**src/rtl/pfb_dbg_pkg.sv**
```systemverilog
// Shared debug definitions for the PFB co-simulation deadlock monitors.
// Contents:
//   DBG_NUM_AXIS   - number of AXIS ports watched per dataflow process
//   DBG_BLK_CNT_W  - width of the saturating blocked-cycle statistic
//   axis_vec_t     - one bit per monitored AXIS port
//   lowest_set_idx - priority encoder: index of the lowest set bit (0 if none)
package pfb_dbg_pkg;

    localparam int DBG_NUM_AXIS  = 12;
    localparam int DBG_BLK_CNT_W = 16;

    typedef logic [DBG_NUM_AXIS-1:0] axis_vec_t;

    // Scans from the top down so the last hit is the lowest set bit.
    function automatic int lowest_set_idx(input axis_vec_t v);
        int idx;
        idx = 0;
        for (int i = DBG_NUM_AXIS - 1; i >= 0; i--) begin
            if (v[i]) begin
                idx = i;
            end
        end
        return idx;
    endfunction

endpackage

```
**src/rtl/axis_stall_counter.sv**
```systemverilog
// Per-channel stall counter for one AXIS port.
// A consumer port (IS_INPUT=1) stalls when it is ready but nothing is offered;
// a producer port (IS_INPUT=0) stalls when it offers data that is not taken.
// Ports:
//   clock, reset  - system clock, synchronous active-high reset
//   enable        - 0 holds the counter at zero
//   tvalid/tready - handshake pair of the watched port
//   blocked       - counter sits at STALL_THRESH
//   just_blocked  - counter moves into STALL_THRESH on the coming edge
module axis_stall_counter #(
    parameter int CNT_W        = 8,
    parameter int STALL_THRESH = 16,
    parameter bit IS_INPUT     = 1'b1
) (
    input  logic clock,
    input  logic reset,
    input  logic enable,
    input  logic tvalid,
    input  logic tready,
    output logic blocked,
    output logic just_blocked
);

    localparam logic [CNT_W-1:0] THRESH    = CNT_W'(STALL_THRESH);
    localparam logic [CNT_W-1:0] THRESH_M1 = CNT_W'(STALL_THRESH - 1);

    logic [CNT_W-1:0] cnt;
    logic             stall;

    assign stall = IS_INPUT ? (tready & ~tvalid) : (tvalid & ~tready);

    always_ff @(posedge clock) begin
        if (reset) begin
            cnt <= '0;
        end else if (enable && stall) begin
            if (cnt != THRESH) begin
                cnt <= cnt + CNT_W'(1);
            end
        end else begin
            cnt <= '0;
        end
    end

    assign blocked = (cnt == THRESH);

    // Transition pulse: lets the top capture only fresh blocks, so a channel
    // parked at threshold across a clear never re-triggers the capture.
    assign just_blocked = enable & stall & (cnt == THRESH_M1);

endmodule

```
**src/rtl/axis_block_detector.sv**
```systemverilog
// Per-channel AXI-Stream block detector feeding the per-process deadlock
// monitors. Each port gets a stall counter; the top ORs the block bits,
// captures the first blocking channel and counts cycles spent blocked.
// Ports:
//   clock, reset          - system clock, synchronous active-high reset
//   enable                - detection enable (0 zeroes all stall counters)
//   clear                 - clears the sticky capture and block_cycles
//   ch_tvalid, ch_tready  - handshake pairs of the monitored ports
//   axis_block_sigs       - per-channel blocked flags
//   any_block             - OR of axis_block_sigs
//   first_block_valid     - sticky: a first blocker has been captured
//   first_block_idx       - index of the first blocked channel
//   block_cycles          - saturating count of cycles with any_block=1
// NUM_CH must not exceed DBG_NUM_AXIS (width of the priority-encode vector).
module axis_block_detector
    import pfb_dbg_pkg::*;
#(
    parameter int                NUM_CH        = 12,
    parameter int                STALL_THRESH  = 16,
    parameter int                CNT_W         = 8,
    parameter logic [NUM_CH-1:0] IS_INPUT_MASK = 12'h0FF,
    parameter int                IDX_W         = 4
) (
    input  logic                     clock,
    input  logic                     reset,
    input  logic                     enable,
    input  logic                     clear,
    input  logic [NUM_CH-1:0]        ch_tvalid,
    input  logic [NUM_CH-1:0]        ch_tready,
    output logic [NUM_CH-1:0]        axis_block_sigs,
    output logic                     any_block,
    output logic                     first_block_valid,
    output logic [IDX_W-1:0]         first_block_idx,
    output logic [DBG_BLK_CNT_W-1:0] block_cycles
);

    logic [NUM_CH-1:0] blocked;
    logic [NUM_CH-1:0] just_blocked;
    axis_vec_t         just_vec;

    for (genvar i = 0; i < NUM_CH; i++) begin : g_ch
        axis_stall_counter #(
            .CNT_W        (CNT_W),
            .STALL_THRESH (STALL_THRESH),
            .IS_INPUT     (IS_INPUT_MASK[i])
        ) u_cnt (
            .clock        (clock),
            .reset        (reset),
            .enable       (enable),
            .tvalid       (ch_tvalid[i]),
            .tready       (ch_tready[i]),
            .blocked      (blocked[i]),
            .just_blocked (just_blocked[i])
        );
    end

    assign axis_block_sigs = blocked;
    assign any_block       = |blocked;

    always_comb begin
        just_vec = '0;
        for (int i = 0; i < NUM_CH; i++) begin
            just_vec[i] = just_blocked[i];
        end
    end

    // clear outranks both the capture and the statistic increment.
    always_ff @(posedge clock) begin
        if (reset || clear) begin
            first_block_valid <= 1'b0;
            first_block_idx   <= '0;
            block_cycles      <= '0;
        end else begin
            if (!first_block_valid && (|just_blocked)) begin
                first_block_valid <= 1'b1;
                first_block_idx   <= IDX_W'(lowest_set_idx(just_vec));
            end
            if (any_block && (block_cycles != '1)) begin
                block_cycles <= block_cycles + DBG_BLK_CNT_W'(1);
            end
        end
    end

endmodule

```
**config.mk**
```make
export PLATFORM = sky130hd
export DESIGN_NAME = axis_block_detector
export DESIGN_NICKNAME = d
export VERILOG_FILES = /design/src/rtl/pfb_dbg_pkg.sv /design/src/rtl/axis_stall_counter.sv /design/src/rtl/axis_block_detector.sv
export SDC_FILE = /design/constraint.sdc
export NUM_CORES = 1
export LEC_CHECK = 0
export CAP_MARGIN = 5
export CORE_MARGIN = 5
export CORE_UTILIZATION = 59
export CTS_CLUSTER_DIAMETER = 50
export DETAILED_ROUTE_END_ITERATION = 10
export PLACE_DENSITY = 0.83
export SLEW_MARGIN = 5
export SYNTH_ARGS = -nofsm -noshare
export SYNTH_HDL_FRONTEND = slang
export SYNTH_SLANG_ARGS = --single-unit
```
**constraint.sdc**
```tcl
create_clock -name clock -period 6 [get_ports clock]
set_input_delay 1.2 -clock clock [delete_from_list [all_inputs] [get_ports clock]]
set_output_delay 1.2 -clock clock [all_outputs]
set_load 0.05 [all_outputs]
```
# Yosys cells after proc, flatten, opt, wreduce, memory -nomap -nowiden
# Cells that the tools add are included.
# classes
add_sub_neg	13
n_eq_ne	37
mux	12
bitwise	60
reduce_logical	30
# ops
operator	count
8-bit by 1-bit adder with 8-bit output, second input constant	12
8-bit by 4-bit == test with 1-bit output, second input constant	12
8-bit by 5-bit == test with 1-bit output, second input constant	12
8-bit by 5-bit inequality test with 1-bit output, second input constant	12
4-bit 2-to-1 mux	12
1-bit bitwise AND	36
1-bit NOT	24
12-bit OR reduction	2
2-bit OR reduction	12
16-bit by 1-bit adder with 16-bit output, second input constant	1
16-bit inequality test, second input constant	1
1-bit logical AND	14
1-bit zero test	1
1-bit logical OR	1
# totals
regBits	117
in_bits	28
out_inout_bits	34
word_cells	167

# Longest topological paths before layout
# logic_depth
depth_word	16
ltp_mapped	11

# Cells and area by module
# A second synthesis with hierarchy kept.
# hier_totals
cells_unflattened	701
hier_area_um2	6467.5
# by_module_without_submodules
module	instances	cells_per_inst	area_per_inst_um2
axis_stall_counter	12	46	436.7
axis_block_detector	1	149	1227.4

# Worst setup path before layout
# OpenSTA, ideal clock, no wires.
# synth_path
kind	flip-flop to output port
from	register g_ch[5].u_cnt.cnt[5]
to	output any_block
t_arrival_ns	1.991
t_required_ns	4.800
setup_slack_ns	2.809
path_stages_with_launch	8
path_cell_list	dfxtp_1 -> or3_4 -> or4_4 -> buf_6 -> nand4_2 -> nor3_2 -> clkbuf_1 -> inv_1
# synth_between
elab_chain_len	2
# synth_lines
element	line_no	source
start, declared	axis_stall_counter.sv:27	logic [CNT_W-1:0] cnt;
start signal, assigned	axis_stall_counter.sv:37	cnt <= cnt + CNT_W'(1);
8-bit by 5-bit == test with 1-bit output	axis_stall_counter.sv:44	assign blocked = (cnt == THRESH);
12-bit OR reduction	axis_block_detector.sv:58	assign any_block = |blocked;
end, declared	axis_block_detector.sv:31	output logic any_block,
# No other way between the ends.

# Final worst setup path
# Ends and elaborated chain as after synthesis.

==> metrics <==
FF+latch count, synth approximately 120; worst hold path depth 2; largest net degree at the start of global routing 32; endpoints failing hold 0; Critical Path AT slightly above 3000 ps; share of layout cells above drive strength 1 under 10%; Max Fclk 0.232 GHz; worst r2r path cells 7; vias per cell ~5.6; clock skew approximately 8.3 ps; Top FF cell, synth dfxtp_1; Leakage 2.56 nW; clock buffer count from CTS 17; overall die area roughly 0.012 mm^2; average size of a mapped cell about 8.4 um^2; CTS max path bufs 2; cells after synthesis ~690; worst rel slew slack 59.8%; global-route wire length before repair approximately 23000 um; # IOs 62; Clk pin slew, worst setup/hold paths about 50 ps; GR Util All Layers a little under a quarter; status completed; Post-CTS Setup Bufs 0; PortBufs about 60; Die H approximately 110 um; DP Cell Count around 860; diode count 0; PD cells 249 mW/mm^2; DIE WIDTH around 110 um; Cell Area, Synth slightly below 0.006 mm^2; Final Util between 70% and 80%; CP required ~4800 ps; hold slack approximately 500 ps; 1st-iter DRT viols 269; Yosys top cell area share approximately 40%; Final Max Slew Viols 0; CTS root buffer clkbuf_8; Wirelength per Cell 14.8 um; # nets final 800; min-delay worst type flop to flop; RSZ-0062 raised after global routing no; Resized Gates After CTS 0; crit-path max FO 31; antenna violations before repair 0; Syn-to-layout area delta 20.4%; Async SR Flop Fraction 0%; Tmin final 4310 ps; # DRC 0; Detail Route Antenna Nets 0; vias after detailed routing 4951; gr ovfl total 0; initial cell density of the core roughly three fifths; worst slew pin tran approximately 600 ps; Final setup viols 0; CP startpoint kind flop; net count after synthesis between 700 and 800; worst-skew pair later-pin latency approximately 530 ps; Synth area leader dfxtp_1; First-pass DRT Iterations 5; hold-fix buffer count after cts 0; H-tree Lvls 4; core area roughly 0.0097 mm^2; final period utilization between 70% and 80%; Filler cells 716; sequential fraction of the synthesis area 40.4%; std cell rows 36; Layout Cells excl Fill a little under 900; Crit Path Class flop to output port; Post-DP HPWL 9330 um; post-synth cell types between 40 and 50; Max Cap Viol 0; Area contributors post-synth dfxtp_1, nor2_1, xor2_1; DRT Wirelength between 10000 and 15000 um; Crit. End Element output port; synth warn 0; Max VDD drop roughly 0.15 mV; CTS tree built; number of global-route vias before repair roughly 5.1k; Fin Setup TNS 0 ps; EDFF count, synth 0; Sinks on Clock Net about 120; GPL Wtd Cong 0.859
==> placed cells by master (no fill, tap or decap), drive strengths merged, types with 27 or more instances in the layout <==
| cell type | netlist | final |
|---|---|---|
| nor2 | 125 | 125 |
| dfxtp | 117 | 117 |
| xnor2 | 41 | 41 |
| a21oi | 27 | 27 |
| nand3 | 54 | 54 |
| and3 | 32 | 32 |
| inv | 39 | 39 |
| nand2 | 28 | 28 |
| clkdlybuf4s50 | 0 | 61 |
| xor2 | 43 | 43 |
==> where the power goes <==
part           internal [mW]  switching, mW
sequential             0.780        0.00321
combinational         0.0273         0.0218
clock                  0.573          0.332
total                   1.38          0.357
==> registers in the layout, indices dropped and copies added (netlist names) <==
register and flops:
first_block_valid 1, block_cycles 16, g_ch.u_cnt.cnt 96, first_block_idx 4
==> layout make-up <==
class | instances | area (um^2) | area share, %
Timing Repair Buffer | 64 | 633 | 9.06
Inverter | 39 | 146 | 2.10
Clock buffer | 25 | 474 | 6.79
Sequential cell | 117 | 2340 | 33.5
Multi-Input combinational cell | 508 | 3170 | 45.4
Clock inverter | 5 | 50.0 | 0.716
Tap cell | 133 | 166 | 2.38
==> kinds of logic after synthesis <==
group	Yosys count	share of synthesized area, %
compound gates	55	5.71
fa+ha+maj	25	5.39
simple gates	344	30.8
buf+inv	62	5.07
flops	117	40.4
xor+xnor	84	12.7
==> critical path, stage by stage, from the launching register on <==
cell and delay [ps]:
dfxtp_1 340, or3_4 380, or4_4 530, nand4_2 120, nor3_2 60, buf_4 220
inv_1 120, clkdlybuf4s50_1 810
==> Yosys cell counts, types with 2 or more instances <==
master,instances
nor2_1,125
dfxtp_1,117
nand3_1,54
xor2_1,43
xnor2_1,41
inv_1,39
and3_1,32
nand2_1,28
a21oi_1,27
ha_1,25
nand4_1,19
nor3_1,16
nand2b_1,14
buf_4,12
nand3b_1,12
nor4bb_1,11
o31ai_1,11
or4_1,10
clkbuf_1,7
o21ai_0,6
or2_2,6
or3_1,4
a21boi_0,2
a41oi_1,2
buf_6,2
nand4b_1,2
nor4b_1,2
o22ai_1,2
==> metal layers <==
metal  up-vias  track usage, %  wire length (um)
li1       2457               -                 -
met1      2330            27.1              5650
met2       129            41.4              6510
met3        35            5.98               632
met4         0            10.7               425
met5         -               0                 0
==> metrics by stage <==
step / setup WS [ps] / power, mW / area, um^2
after floorplan: 2810 / 0.821 / 5800
after global placement: 2270 / 0.846 / 6460
after detailed placement: 2240 / 0.848 / 6460
after CTS: 1690 / 1.74 / 6990
after global routing: 1590 / 1.79 / 6990
final: 1690 / 1.74 / 6990
==> final timing paths <==
| path | from | end | slack [ps] |
|---|---|---|---|
| worst max-delay path | g_ch[5].u_cnt.cnt[5] | any_block | 1690 |
| worst max register to register | g_ch[5].u_cnt.cnt[5] | block_cycles[5] | 3600 |
| worst min register to register | first_block_idx[1] | first_block_idx[1] | 500 |
| worst min-delay path | first_block_idx[1] | first_block_idx[1] | 500 |
Power figures use the tool's default switching activity.
